### src/rtl/avfcl_pkg.sv
// Shared constants and types for the AVF-estimation blocks that consume
// store-queue duration samples.
package avfcl_pkg;

  localparam int DURATION_WIDTH = 10;
  localparam int WIN_LOG2       = 4;
  localparam int WIN_SIZE       = 1 << WIN_LOG2;

  typedef enum logic [1:0] {
    IDLE    = 2'd0,
    ACCUM   = 2'd1,
    PUBLISH = 2'd2
  } avg_state_t;

endpackage

### src/rtl/sat_counter.sv
// Saturating up-counter; holds at all-ones instead of wrapping.
module sat_counter #(
  parameter int WIDTH = 8
) (
  input  logic             clk,
  input  logic             reset,
  input  logic             inc,
  output logic [WIDTH-1:0] count
);

  localparam logic [WIDTH-1:0] CNT_MAX = '1;
  localparam logic [WIDTH-1:0] CNT_ONE = 1;

  always_ff @(posedge clk) begin
    if (!reset) begin
      count <= '0;
    end else if (inc && (count != CNT_MAX)) begin
      count <= count + CNT_ONE;
    end
  end

endmodule

### src/rtl/sq_dur_avg.sv
// Windowed average / max of store-queue residency samples; publishes one
// result set every 2^LOG2_WIN accepted samples.
module sq_dur_avg
  import avfcl_pkg::*;
#(
  parameter int DUR_W    = DURATION_WIDTH,
  parameter int LOG2_WIN = WIN_LOG2,
  parameter int ERR_W    = 8
) (
  input  logic             clk,
  input  logic             reset,
  input  logic             enable,
  input  logic             clear,
  input  logic             dur_valid,
  input  logic [DUR_W-1:0] dur_dp,
  input  logic [DUR_W-1:0] dur_exec,
  output logic [DUR_W-1:0] avg_dp,
  output logic [DUR_W-1:0] avg_exec,
  output logic [DUR_W-1:0] max_exec,
  output logic             out_valid,
  output logic [15:0]      win_count,
  output logic [ERR_W-1:0] err_count
);

  localparam int SUM_W = DUR_W + LOG2_WIN;
  localparam logic [LOG2_WIN-1:0] CNT_ONE  = 1;
  localparam logic [LOG2_WIN-1:0] CNT_LAST = '1;

  // Sums are sized so a full window cannot overflow; dividing is a plain slice.
  function automatic logic [DUR_W-1:0] win_avg(input logic [SUM_W-1:0] sum);
    return sum[SUM_W-1:LOG2_WIN];
  endfunction

  avg_state_t          state, state_next;
  logic [SUM_W-1:0]    sum_dp, sum_exec;
  logic [SUM_W-1:0]    sum_dp_next, sum_exec_next;
  logic [DUR_W-1:0]    max_run, max_next;
  logic [LOG2_WIN-1:0] cnt;
  logic                live, accept, reject, last;

  assign live          = (state != IDLE) && dur_valid && enable && !clear;
  assign accept        = live && (dur_dp <= dur_exec);
  assign reject        = live && (dur_dp > dur_exec);
  assign last          = accept && (cnt == CNT_LAST);
  assign sum_dp_next   = sum_dp + SUM_W'(dur_dp);
  assign sum_exec_next = sum_exec + SUM_W'(dur_exec);
  assign max_next      = (dur_exec >= max_run) ? dur_exec : max_run;

  always_comb begin
    state_next = state;
    unique case (state)
      IDLE:    if (enable) state_next = ACCUM;
      ACCUM: begin
        if (!enable)   state_next = IDLE;
        else if (last) state_next = PUBLISH;
      end
      PUBLISH: begin
        if (last)        state_next = PUBLISH;
        else if (enable) state_next = ACCUM;
        else             state_next = IDLE;
      end
      default:         state_next = IDLE;
    endcase
  end

  always_ff @(posedge clk) begin
    if (!reset) state <= IDLE;
    else        state <= state_next;
  end

  // Window accumulation: a publishing sample also restarts the window, so a
  // sample accepted in the PUBLISH cycle lands in the fresh window.
  always_ff @(posedge clk) begin
    if (!reset || clear || !enable || last) begin
      sum_dp   <= '0;
      sum_exec <= '0;
      max_run  <= '0;
      cnt      <= '0;
    end else if (accept) begin
      sum_dp   <= sum_dp_next;
      sum_exec <= sum_exec_next;
      max_run  <= max_next;
      cnt      <= cnt + CNT_ONE;
    end
  end

  // Published results include the final sample of the window.
  always_ff @(posedge clk) begin
    if (!reset) begin
      avg_dp    <= '0;
      avg_exec  <= '0;
      max_exec  <= '0;
      out_valid <= 1'b0;
      win_count <= '0;
    end else begin
      out_valid <= last;
      if (last) begin
        avg_dp    <= win_avg(sum_dp_next);
        avg_exec  <= win_avg(sum_exec_next);
        max_exec  <= max_next;
        win_count <= win_count + 16'd1;
      end
    end
  end

  sat_counter #(
    .WIDTH(ERR_W)
  ) u_err_cnt (
    .clk  (clk),
    .reset(reset),
    .inc  (reject),
    .count(err_count)
  );

endmodule

### config.mk
export PLATFORM = sky130hd
export DESIGN_NAME = sq_dur_avg
export DESIGN_NICKNAME = d
export VERILOG_FILES = /design/src/rtl/avfcl_pkg.sv /design/src/rtl/sat_counter.sv /design/src/rtl/sq_dur_avg.sv
export SDC_FILE = /design/constraint.sdc
export NUM_CORES = 1
export LEC_CHECK = 0
export BUFFER_PORTS_ARGS = -buffer_cell sky130_fd_sc_hd__buf_2
export CAP_MARGIN = 15
export CORE_MARGIN = 2
export CORE_UTILIZATION = 30
export CTS_BUF_LIST = sky130_fd_sc_hd__clkbuf_16
export DETAILED_ROUTE_END_ITERATION = 10
export PLACE_DENSITY = 0.53
export SLEW_MARGIN = 20
export SYNTH_ARGS = -nofsm -noshare
export SYNTH_HDL_FRONTEND = slang
export SYNTH_SLANG_ARGS = --single-unit
### constraint.sdc
create_clock -name clk -period 3.4 [get_ports clk]
set_input_delay 0.51 -clock clk [delete_from_list [all_inputs] [get_ports clk]]
set_output_delay 0.51 -clock clk [all_outputs]
set_load 0.02 [all_outputs]
* Word-level counts from Yosys, hierarchy flattened *
Cells that the tools add are included.

cells by class
  add/sub/neg operators = 5
  $lt $le $gt $ge = 3
  equality and inequality tests = 6
  mux-type cells = 7
  reductions and logical operators = 16

operators by type and width
  operator                 number
  $add A14 B10 Y14         2
  $add A16 B1 Y16 const B  1
  $ge A10 B10 Y1           1
  $gt A10 B10 Y1           1
  $le A10 B10 Y1           1
  $mux W10                 1
  $add A8 B1 Y8 const B    1
  $mux W2                  4
  $ne A8 B8 Y1 const B     1
  $logic_and A1 B1 Y1      7
  $pmux W2 S3              1
  $add A4 B1 Y4 const B    1
  $eq A4 B4 Y1 const B     1
  $logic_not A1 Y1         3
  $logic_or A1 B1 Y1       3
  $ne A3 B3 Y1 const B     1
  $eq A2 B1 Y1 const B     1
  $eq A2 B2 Y1 const B     1
  $logic_not A2 Y1         1
  $ne A2 B2 Y1 const B     1
  $reduce_and A2 Y1        1
  $reduce_bool A2 Y1       1
  $mux W1                  1

storage, ports and cells
  flip-flop bits (word level) = 99
  input bits = 25

* Logic depth before layout (Yosys ltp) *
  depth after elaboration = 9
  mapped depth = 11
  gate-level depth less buffers = 9

* Cells and area by module *
A second synthesis with hierarchy kept.

second synthesis, totals
  cells, all modules = 696
  area, all modules = 5,581.6 µm²

modules (own cells, without submodules)
  module       instances  cells an instance  area an instance (µm²)  sequential area each (µm²)
  sq_dur_avg   1          649                5,177.5                 1,821.7
  sat_counter  1          47                 404.1                   160.2

* Worst setup path before layout *
Ideal clock, no wire load.

  kind = input -> register
  start point = input port dur_exec[5]
  end point = register win_count[14]
  arrival = 2.701 ns
  data required time = 3.330 ns
  path slack = 0.628 ns
  cell stages on the path = 10
  buffers on the path = 2
  cells stage by stage = inv_1 > ha_1 > a21oi_2 > o21ai_2 > a2111o_1 > buf_6 > a2111o_1 > buf_6 > or4_1 > a21oi_1

on the way
  cells in the longest elaborated chain, start to end = 3

RTL lines
  element                 line               RTL
  start: declaration      sq_dur_avg.sv:16   input logic [DUR_W-1:0] dur_exec,
  $le A10 B10 Y1          sq_dur_avg.sv:42   assign accept = live && (dur_dp <= dur_exec);
  $logic_and A1 B1 Y1     sq_dur_avg.sv:42
  $logic_and A1 B1 Y1     sq_dur_avg.sv:44   assign last = accept && (cnt == CNT_LAST);
  end signal: assignment  sq_dur_avg.sv:101  win_count <= win_count + 16'd1;
  end: declaration        sq_dur_avg.sv:21   output logic [15:0] win_count,

Every way passes these cells.
A chain may end at the register's enable or synchronous reset.

* Final worst setup path *
  start point = input port dur_exec[5]
  end point = register win_count[12]

The elaborated chain is that of the path after synthesis.

==> qor.yml <==
power_density_nw_per_um2: 384.1
n_fill_cell: 1917
p_sw_share_pct: 24.86
grtUsageMet1_pct: 20.18
diodes: 0
intPower_mw: 1.892
hold_ws_ns: 0.4511
cp_top_family: "compound AO/OA/AOI/OAI gates"
synthFlopType: "dfxtp_1"
hold_violations: 0
layout-drive-gt1-share_pct: 16.56
cp_data_arrival_time_ns: 3.01
worst-slew-pin-transition_ns: 0.6837
worst-path-buf-inv: 2
seq_power_share_pct: 46.1
syn_area_um2: 5483
ys_warn_count: 0
hp-class: "reg2reg"
placed_cells: 974
antenna_found_initial: 0
ys_top_cells_by_area: "dfxtp_1 (36%), ha_1 (9.8%), a21oi_1 (8.4%)"
syn_inst: 676
grt_pass1_wl_um: 23670
slew-limit-headroom_pct: 54.35
vias_per_cell: 5.069
synth_top_cell_by_area: "dfxtp_1"
finalNonFillerCells: 990
synth_edf_count: 0
clock_path_buffers: 2
period_share_pct: 79.95
path_cells: "buf_2 > inv_1 > ha_1 > a21oi_2 > o21ai_2 > a2111o_1 > a2111o_1 > or4_1 > a21oi_1"
ir_drop_v: 0.0002986
cts_sinks: 99
cts_tree: "yes"
grt.total_usage_pct: 14.92
register_area_um2: 1982
synth.distinct_cells: 57
combPwrFrac_pct: 7.8
syn_nets: 746
die_y_um: 139.2
cp_max_fo: 12
place_area_um2: 6226
cap_viol_max_count: 0
die-area_um2: 19370
pre_cts_slack_ns: 0.3404
status: "finished, final reports clean"
stdcell_area_um2: 6556
yosysTopAreaCellShare_pct: 36.15
synth_seq_cells: 99
initial_core_util_pct: 30.52
cp.required_ns: 3.69
via_count: 5018
postSynthAreaPerCell_um2: 8.111
finalSetupTns_ns: 0
overflow: 0
avgRoutedWirePerCell_um: 14.42
power_frac_clock_pct: 46.1
async_reset_ff_share_pct: 0
cpMaxStageDelayCell: "a2111o_1"
place.gp.congestion: 0.7810
start_kind: "primary input"
drt_iter0_drc: 249
grt_start_max_net_pins: 38
critPathKind: "in2reg"
slew_viol_final: 0
clk_latency_ns: 0.36
first_pass_iters: 4
coreArea_um2: 17960
die_w_um: 139.2
power.leakage_nw: 2.518
boundaryPins: 80
rsz0062_at_grt: "false"
fin_ws_ns: 0.6816
finalNetCount: 826
drc: 0
rows: 49
cts-resized-gates: 0
syn_to_final_growth_pct: 19.58
multi_input_area_um2: 3267
cts-htree-levels: 3
min_period_ns: 2.718
slowest_delay_ns: 0.55
max_freq_ghz: 0.3679
skew_ns: 0.009946
use_met3_pct: 3.315
power.total_mw: 2.518
grt_pass1_vias: 4683
ant_nets: 0
crit_top_cell: "a2111o_1"
setup_viol: 0
cts-root-buf: "clkbuf_16"
path_clk_slew_ns: 0.08
switching_power_mw: 0.6260
utilization_pct: 36.50
ctsHoldBuffers: 0
endpoint_kind: "flip-flop"
dp_hpwl_um: 10530
wl_um: 14270
met2_usage_pct: 24.19
top_usage_layer: "met2"
cts_setup_buffers: 0
numPortBuffers: 79
ys_seq_area_share_pct: 36.15
cts_made_buffers: 9
-- cell type report --
class / instances / share of cell area (%)
Tap cell: 229 / 4.370
Timing Repair Buffer: 97 / 8.473
Clock buffer: 9 / 3.435
Clock inverter: 7 / 1.603
Multi-Input combinational cell: 513 / 49.83
Inverter: 36 / 2.061
Sequential cell: 99 / 30.23
-- sequential cells by signal, summed over array words and instances, names as in the netlist --
name	flops
max_exec	10
sum_dp	14
u_err_cnt.count	8
state	2
avg_exec	10
win_count	16
out_valid	1
cnt	4
avg_dp	10
sum_exec	14
max_run	10
-- power by group through the flow --
stage | sequential, mW | clock, mW | combinational [mW]
6_report | 1.16 | 1.16 | 0.196
5_1_grt | 1.16 | 1.24 | 0.221
4_1_cts | 1.16 | 1.19 | 0.198
3_5_place_dp | 1.19 | 0 | 0.197
3_3_place_gp | 1.19 | 0 | 0.198
2_1_floorplan | 1.19 | 0 | 0.123
-- synth_stat cells (4+ instances only) --
library cell and n:
dfxtp_1 99, clkbuf_1 23, o21ai_0 57, o21a_1 8, nor2_1 33, ha_1 43
xnor2_1 12, nand3b_1 5, nand2b_1 7, inv_1 35, xor2_1 6, nand2_1 78
or4_1 10, or3_1 18, a21o_1 6, mux2i_1 13, a21oi_1 92, nor3_1 11
a211o_1 4, nand4_1 11, a211oi_1 15, o211ai_1 5, o31ai_1 11, nand3_1 28
-- cells in the final DEF (no fill, tap or decap), types with 12 or more instances in the layout --
cell type  instances
buf_4             16
nand2_1           78
nand3_1           28
inv_1             35
a211oi_1          15
or3_1             18
mux2i_1           13
dfxtp_1           99
a21oi_1           90
o21ai_0           56
nor2_1            33
ha_1              43
xnor2_1           12
buf_2             79
-- cell families after synthesis --
logic type	count (synthesis)	share of synthesized area, %
muxes	13	2.373
buffers and inverters	64	4.678
adders and majority gates	45	10.54
DFF	99	36.15
xor gates and xnor gates	18	2.875
AOI/OAI and AO/OA	224	24.53
and+or+nand+nor	213	18.85
-- final timing paths --
path | from | end | slack (ns) | cells after the start
max reg2reg | sum_dp[0] | sum_dp[12] | 1.03 | 10
min reg2reg | avg_dp[6] | avg_dp[6] | 0.45 | 2
min | avg_dp[6] | avg_dp[6] | 0.45 | 2
max | dur_exec[5] | win_count[12] | 0.68 | 9
-- routing by layer --
metal  vias up  part of all wire [%]
li1       2622                     -
met1      2290                    49
met2        95                    45
met3        11                   4.7
met4         0                   1.0
met5         -                     0
-- worst reg2reg max path, delay by kind of cell (launching register included) --
family | cells | cell delay (ns)
buffers and inverters | 2 | 0.20
DFF | 1 | 0.33
adders and majority gates | 2 | 0.56
AOI/OAI and AO/OA | 4 | 0.72
and+or+nand+nor | 2 | 0.49
(Power assumes the default switching activity.)
